$ cat src/rtl/fetch_stage.sv
// -----------------------------------------------------------------------------
// fetch_stage
//
// Instruction-fetch stage of the 5-stage RV64I pipeline. It owns the PC,
// presents it to a combinational-read instruction memory and registers the
// IF/ID latch consumed by decode. It handles load-use stalls, EX-resolved
// redirects and EBREAK halt, and keeps saturating fetch statistics.
//
// Ports:
//   clk            - clock, all state updates on the rising edge
//   rst            - synchronous active-high reset
//   imem_addr      - byte address to instruction memory (= pc)
//   imem_rdata     - instruction at imem_addr, valid in the same cycle
//   stall          - load-use stall: holds pc and IF/ID
//   redirect       - taken branch/jump from EX
//   redirect_pc    - redirect target byte address
//   if_pc          - current pc (debug)
//   id_pc          - IF/ID latched pc
//   id_instruction - IF/ID latched instruction
//   id_valid       - IF/ID holds a real instruction (0 = bubble)
//   halted         - fetch is halted on EBREAK
//   misalign_err   - sticky, a redirect target had bits [1:0] != 0
//   fetch_count    - valid instructions latched into IF/ID
//   stall_count    - cycles with stall applied
//   flush_count    - redirects accepted
// -----------------------------------------------------------------------------
module fetch_stage #(
    parameter logic [63:0] RESET_PC   = 64'h0,
    parameter logic [31:0] NOP_INSTR  = 32'h00000013,
    parameter logic [31:0] HALT_INSTR = 32'h00100073,
    parameter int          CNT_W      = 32
) (
    input  logic             clk,
    input  logic             rst,
    output logic [63:0]      imem_addr,
    input  logic [31:0]      imem_rdata,
    input  logic             stall,
    input  logic             redirect,
    input  logic [63:0]      redirect_pc,
    output logic [63:0]      if_pc,
    output logic [63:0]      id_pc,
    output logic [31:0]      id_instruction,
    output logic             id_valid,
    output logic             halted,
    output logic             misalign_err,
    output logic [CNT_W-1:0] fetch_count,
    output logic [CNT_W-1:0] stall_count,
    output logic [CNT_W-1:0] flush_count
);

    typedef enum logic {
        RUN    = 1'b0,
        HALTED = 1'b1
    } state_t;

    state_t            state, state_next;
    logic [63:0]       pc, pc_next;
    logic [63:0]       id_pc_next;
    logic [31:0]       id_instruction_next;
    logic              id_valid_next;
    logic              misalign_next;
    logic [CNT_W-1:0]  fetch_next, stall_next, flush_next;

    // Counters stick at all-ones instead of wrapping.
    function automatic logic [CNT_W-1:0] sat_inc(input logic [CNT_W-1:0] v);
        return (&v) ? v : v + 1'b1;
    endfunction

    // Priority: redirect > stall > halt > normal fetch (rst handled in the
    // register process).
    always_comb begin
        // NOTE: every signal gets a hold default first so no path can infer a latch.
        state_next          = state;
        pc_next             = pc;
        id_pc_next          = id_pc;
        id_instruction_next = id_instruction;
        id_valid_next       = id_valid;
        misalign_next       = misalign_err;
        fetch_next          = fetch_count;
        stall_next          = stall_count;
        flush_next          = flush_count;

        if (redirect) begin
            // The stalled/halting instruction is on the wrong path; flush it.
            pc_next             = {redirect_pc[63:2], 2'b00};
            id_pc_next          = 64'h0;
            id_instruction_next = NOP_INSTR;
            id_valid_next       = 1'b0;
            state_next          = RUN;
            flush_next          = sat_inc(flush_count);
            if (redirect_pc[1:0] != 2'b00)
                misalign_next = 1'b1;
        end else if (stall) begin
            stall_next = sat_inc(stall_count);
        end else if (state == HALTED) begin
            id_pc_next          = pc;
            id_instruction_next = NOP_INSTR;
            id_valid_next       = 1'b0;
        end else begin
            id_pc_next          = pc;
            id_instruction_next = imem_rdata;
            id_valid_next       = 1'b1;
            fetch_next          = sat_inc(fetch_count);
            // EBREAK is latched valid but the pc freezes on it.
            if (imem_rdata == HALT_INSTR)
                state_next = HALTED;
            else
                pc_next = pc + 64'd4;
        end
    end

    always_ff @(posedge clk) begin
        // NOTE: sequential state uses non-blocking assignments so all registers
        // update together from pre-edge values.
        if (rst) begin
            state          <= RUN;
            pc             <= RESET_PC;
            id_pc          <= 64'h0;
            id_instruction <= NOP_INSTR;
            id_valid       <= 1'b0;
            misalign_err   <= 1'b0;
            fetch_count    <= '0;
            stall_count    <= '0;
            flush_count    <= '0;
        end else begin
            state          <= state_next;
            pc             <= pc_next;
            id_pc          <= id_pc_next;
            id_instruction <= id_instruction_next;
            id_valid       <= id_valid_next;
            misalign_err   <= misalign_next;
            fetch_count    <= fetch_next;
            stall_count    <= stall_next;
            flush_count    <= flush_next;
        end
    end

    assign imem_addr = pc;
    assign if_pc     = pc;
    assign halted    = (state == HALTED);

endmodule

$ cat config.mk
export PLATFORM = sky130hd
export DESIGN_NAME = fetch_stage
export DESIGN_NICKNAME = d
export VERILOG_FILES = /design/src/rtl/fetch_stage.sv
export SDC_FILE = /design/constraint.sdc
export NUM_CORES = 1
export LEC_CHECK = 0
export CORE_MARGIN = 5
export CORE_UTILIZATION = 49
export CTS_CLUSTER_SIZE = 40
export DETAILED_ROUTE_END_ITERATION = 8
export HOLD_SLACK_MARGIN = 0.05
export PLACE_DENSITY = 0.89
export SLEW_MARGIN = 20
export SYNTH_ARGS = -nofsm -noshare
export SYNTH_HDL_FRONTEND = slang
export SYNTH_SLANG_ARGS = --single-unit
$ cat constraint.sdc
create_clock -name clk -period 4.02 [get_ports clk]
set_clock_uncertainty 0.1 [all_clocks]
set_input_delay 0.804 -clock clk [delete_from_list [all_inputs] [get_ports clk]]
set_output_delay 0.804 -clock clk [all_outputs]
set_load 0.02 [all_outputs]
== Yosys cells after proc, flatten, opt, wreduce, memory -nomap -nowiden ==
Index checks and enable logic that the tools add are counted.

* Input port bits: 100
* Memory bits (writable): 0
* Memory bits (read-only): 0
* Flip-flop bits (word level): 259
* Output and inout port bits: 323
* Memories: 0
* Bits in latches: 0
* Word-level logic and storage cells: 44

* Muxes and demuxes: 8
* Bitwise logic cells: 7
* Div/mod/pow operators: 0
* Shift-type cells: 0
* Add/sub/neg operators: 4
* Reduce and logical (&&, ||, !) cells: 11
* $mul: 0
* Eq/ne operators: 4
* $lt $le $gt $ge: 0

{| class="wikitable"
|+ Operators by type and width
! cell !! number
|-
| two-way mux 64 bit || 4
|-
| adder 32 x 1 -> 32 bit, second input constant || 3
|-
| AND reduction 32 bit || 3
|-
| adder 64 x 3 -> 64 bit, second input constant || 1
|-
| equality test 32 x 21 -> 1 bit, second input constant || 1
|-
| two-way mux 32 bit || 1
|-
| AND reduction 3 bit || 3
|-
| NOT 1 bit || 7
|-
| inequality test 2 bit, second input constant || 2
|-
| AND reduction 2 bit || 2
|-
| AND reduction 4 bit || 1
|-
| two-way mux 1 bit || 3
|-
| inequality test 2 x 1 -> 1 bit, second input constant || 1
|-
| nonzero test 2 bit || 1
|-
| OR reduction 2 bit || 1
|}

== Longest topological paths before layout ==
* Depth in word-level cells: 5
* Depth in mapped cells: 9
* Depth with buffers taken out: 7

== Worst setup path after synthesis ==
No wires, ideal clock.

* Kind: input -> register
* Start point: input imem_rdata[22]
* End point: register pc[33], in the netlist if_pc[33]
* Path buffers: 1
* Required time: 3.805 ns
* Library setup time: 0.115 ns
* Cell stages on the path: 7
* Arrival time: 2.365 ns
* Path slack: 1.440 ns
* Path through: nor4b_1 > nand4_1 > clkbuf_1 > o2111ai_1 > nor3_1 > xor2_1 > o21a_1

* Cells in the longest elaborated chain, start to end: 3

{| class="wikitable"
|+ RTL lines
! what !! RTL line !! RTL
|-
| start, declared || 36 || <nowiki>input logic [31:0] imem_rdata,</nowiki>
|-
| equality test 32 x 21 -> 1 bit || 105 || <nowiki>if (imem_rdata == HALT_INSTR)</nowiki>
|-
| inequality test 2 bit (no line) || -- ||
|-
| AND reduction 3 bit (no line) || -- ||
|-
| end signal, assigned || 127 || <nowiki>pc <= pc_next;</nowiki>
|-
| end, declared || 57 || <nowiki>logic [63:0] pc, pc_next;</nowiki>
|}

Every way passes these cells.
A chain may end at the register's enable or synchronous reset.

== Worst setup path after layout ==
* Start point: input imem_rdata[1]
* End point: register pc[51], in the netlist if_pc[51]

Same word-level chain as after synthesis.

==> flow_metrics.py <==
metrics = {
    "worst_hold_path": {
        "hp-class": "reg2reg",
        "worstHoldStart": "misalign_err",
    },
    "synthesis": {
        "yosys.area_share.simple_pct": 26.0,
        "yosysMostFrequentCell": "dfxtp_1",
        "yosysWarnings": 0,
        "synth.area.top_cells": "dfxtp_1, nor2_1, xnor2_1",
        "synth_top_cell_area_share_pct": 42.2,
        "synthTopCellsByCount": "dfxtp_1, nor2_1, nand2_1, xnor2_1, mux2i_1",
        "synth_seq_area_share_pct": 42.2,
        "synth_area_sq_um": 12100,
        "ys_ff_latch": 255,
        "ys_async_sr_fraction_pct": 0,
        "synth.area.mux_share_pct": 5.80,
        "postSynthCellCount": 1408,
        "synth_enable_flop_cells": 0,
        "synth_top_family_by_area": "simple AND/OR/NAND/NOR gates",
        "synthAdderAreaFrac_pct": 0.414,
        "synthXorXnorAreaFrac_pct": 9.64,
        "yosys.area.top_type": "dfxtp_1",
        "synth.distinct_cells": 62,
        "avgSynthCellArea_sq_um": 8.58,
        "synth_top_flop_cell": "dfxtp_1",
        "synth_compound_area_share_pct": 8.59,
    },
    "timing": {
        "fin_crit_sh_pct": 72.3,
        "hold-worst-slack_ps": 359,
        "drv_slew": 0,
        "hold_violations": 0,
        "worstMarginPinSlew_ps": 959,
        "max_clock_freq_mhz": 344,
        "setup_ws_ps": 1120,
        "finalCriticalPeriod_ps": 2900,
        "tns_ps": 0,
        "max-slew-margin-rel_pct": 36.1,
        "rsz0062_at_grt": "no",
        "finalSetupViolCount": 0,
    },
    "clock_tree": {
        "root_buffer": "clkbuf_16",
        "cts_setup_buffers": 0,
        "clk_pin_slew_worst_paths_ps": 70,
        "cts_hold_buf": 0,
        "htreeDepth": 1,
        "clock_latency_ps": 550,
        "cts_sinks": 255,
        "cts_buffer_depth": 3,
        "cts-resized-gates": 0,
        "cts_tree": "built",
        "cts_buffers": 28,
    },
    "setup_path": {
        "cp_cell_sequence": "clkdlybuf4s50_1 -> nor4bb_1 -> nand4_1 -> buf_4 -> o21ai_2 -> buf_4 -> nor4_1 -> xnor2_1 -> a211oi_1",
        "start_kind": "input port",
        "slowest_stage": "clkdlybuf4s50_1",
        "r2r_start": "fetch_count[0]",
        "critPathMaxFanout": 18,
        "required_ps": 4390,
        "critPathKind": "in2reg",
        "crit_path_frequent_cell": "buf_4",
        "worstSetupStartpoint": "imem_rdata[1]",
        "critPathArrivalTime_ps": 3270,
        "setup.worst_path.end_class": "flop",
        "slowest_delay_ps": 480,
    },
    "floorplan": {
        "fp.coreArea_sq_um": 24300,
        "die-height_um": 167,
        "dieArea_sq_um": 27900,
        "io_pins": 423,
        "initial_core_util_pct": 49.7,
        "fp-row-count": 57,
        "die_w_um": 167,
    },
    "place": {
        "dp.final_hpwl_um": 30300,
        "dp_cells": 2026,
        "pre_cts_ws_ps": 625,
        "gp_congestion": 0.904,
        "port-buffer-count": 416,
    },
    "routing": {
        "first_pass_iters": 5,
        "routed_wl_um": 41300,
        "via_per_inst": 5.64,
        "detail-route-antenna-nets": 0,
        "wire_per_inst_um": 19.9,
        "drc": 0,
        "num_vias": 11714,
        "dr.first_iter.drc_count": 900,
    },
    "final_layout": {
        "nNetsFinal": 1836,
        "filler_cell_count": 1825,
        "n_antenna_cell": 0,
        "stdcell_count": 2077,
        "post-route-util_pct": 70.0,
        "area_growth_pct": 40.9,
        "layout-drive-gt1-share_pct": 4.85,
    },
    "power_and_ir_drop": {
        "power_density_nw_per_um2": 365,
        "irDropWorstVdd_uv": 276,
        "leakage_nw": 5.86,
    },
    "global_route": {
        "grtUsageTotal_pct": 28.1,
        "grt_pass1_wl_um": 65100,
        "grt_overflow_total": 0,
        "grt_pass1_vias": 11687,
        "grt_max_degree": 74,
        "grt_antenna_before_repair": 1,
    },
    "outcome": {
        "outcome": "completed",
    },
    "flow_run": {
        "cap_violations": 0,
    },
}
==> worst paths after layout <==
path | slack, ps | end | cells after the start
min | 360 | misalign_err | 2
max | 1120 | if_pc[51] | 9
min reg2reg | 360 | misalign_err | 2
max reg2reg | 1200 | fetch_count[27] | 7
==> through the flow <==
| step | cell area, sq um | power (mW) |
|---|---|---|
| global placement | 16000 | 3.49 |
| floorplan | 12100 | 3.15 |
| CTS | 17000 | 6.25 |
| global route | 17000 | 6.42 |
| finish | 17000 | 6.21 |
| detailed placement | 16000 | 3.51 |
==> worst max-delay path: cells and delay by family <==
family	cells	cell delay, ps
AO/OA/AOI/OAI	2	510
XOR/XNOR	1	140
buffers and inverters	3	1040
AND/OR/NAND/NOR	3	780
==> flip-flops by register name, indices dropped and copies added, names as in the netlist <==
signal,cells
fetch_count,32
flush_count,32
halted,1
id_instruction,32
id_pc,62
id_valid,1
if_pc,62
misalign_err,1
stall_count,32
==> area by class of cell <==
| type | instances | area [sq um] | area share (%) |
|---|---|---|---|
| multi-input cells | 994 | 6130 | 36.0 |
| flip-flops and latches | 255 | 5100 | 30.0 |
| repair buffers | 433 | 4310 | 25.3 |
| clock buffers | 40 | 807 | 4.74 |
| well taps | 324 | 405 | 2.38 |
| clock inverters | 11 | 186 | 1.10 |
| inverters | 20 | 75.1 | 0.441 |
==> cell families after synthesis <==
kind of cell               Yosys count
buffers and inverters              164
AOI/OAI and AO/OA                  154
and+or+nand+nor                    627
adders and majority gates            4
DFF                                255
muxes                               70
other                                1
xor gates and xnor gates           133
==> power by group <==
part | total, mW | internal, mW | switching [mW] | leakage [nW]
clock network | 2.75 | 1.71 | 1.04 | 0.485
registers | 2.71 | 2.60 | 0.118 | 2.07
logic | 0.743 | 0.361 | 0.382 | 3.30
==> layout by cell type, fill, tap and decap left out, types with 7 or more instances in the layout <==
master	instances
inv_1	19
xnor2_1	94
dfxtp_1	255
o2111ai_1	7
nor4_1	26
nor2_1	250
a21oi_1	26
xor2_1	39
nand2_1	94
nand3_1	51
and3_1	17
o21ai_0	31
buf_4	17
a211oi_1	19
a22oi_1	30
and4_1	26
nor3b_1	7
a311oi_1	7
and2_1	8
clkbuf_16	29
nor3_1	44
mux2i_1	70
clkdlybuf4s50_1	414
nand4_1	53
or3_1	18
clkbuf_1	7
==> metal layers <==
layer | share of wire, % | track usage, %
met1 | 39 | 32.9
met2 | 50 | 50.9
met3 | 7.7 | 6.49
met4 | 3.1 | 8.43
met5 | 0.031 | 0
(Power assumes the default switching activity.)
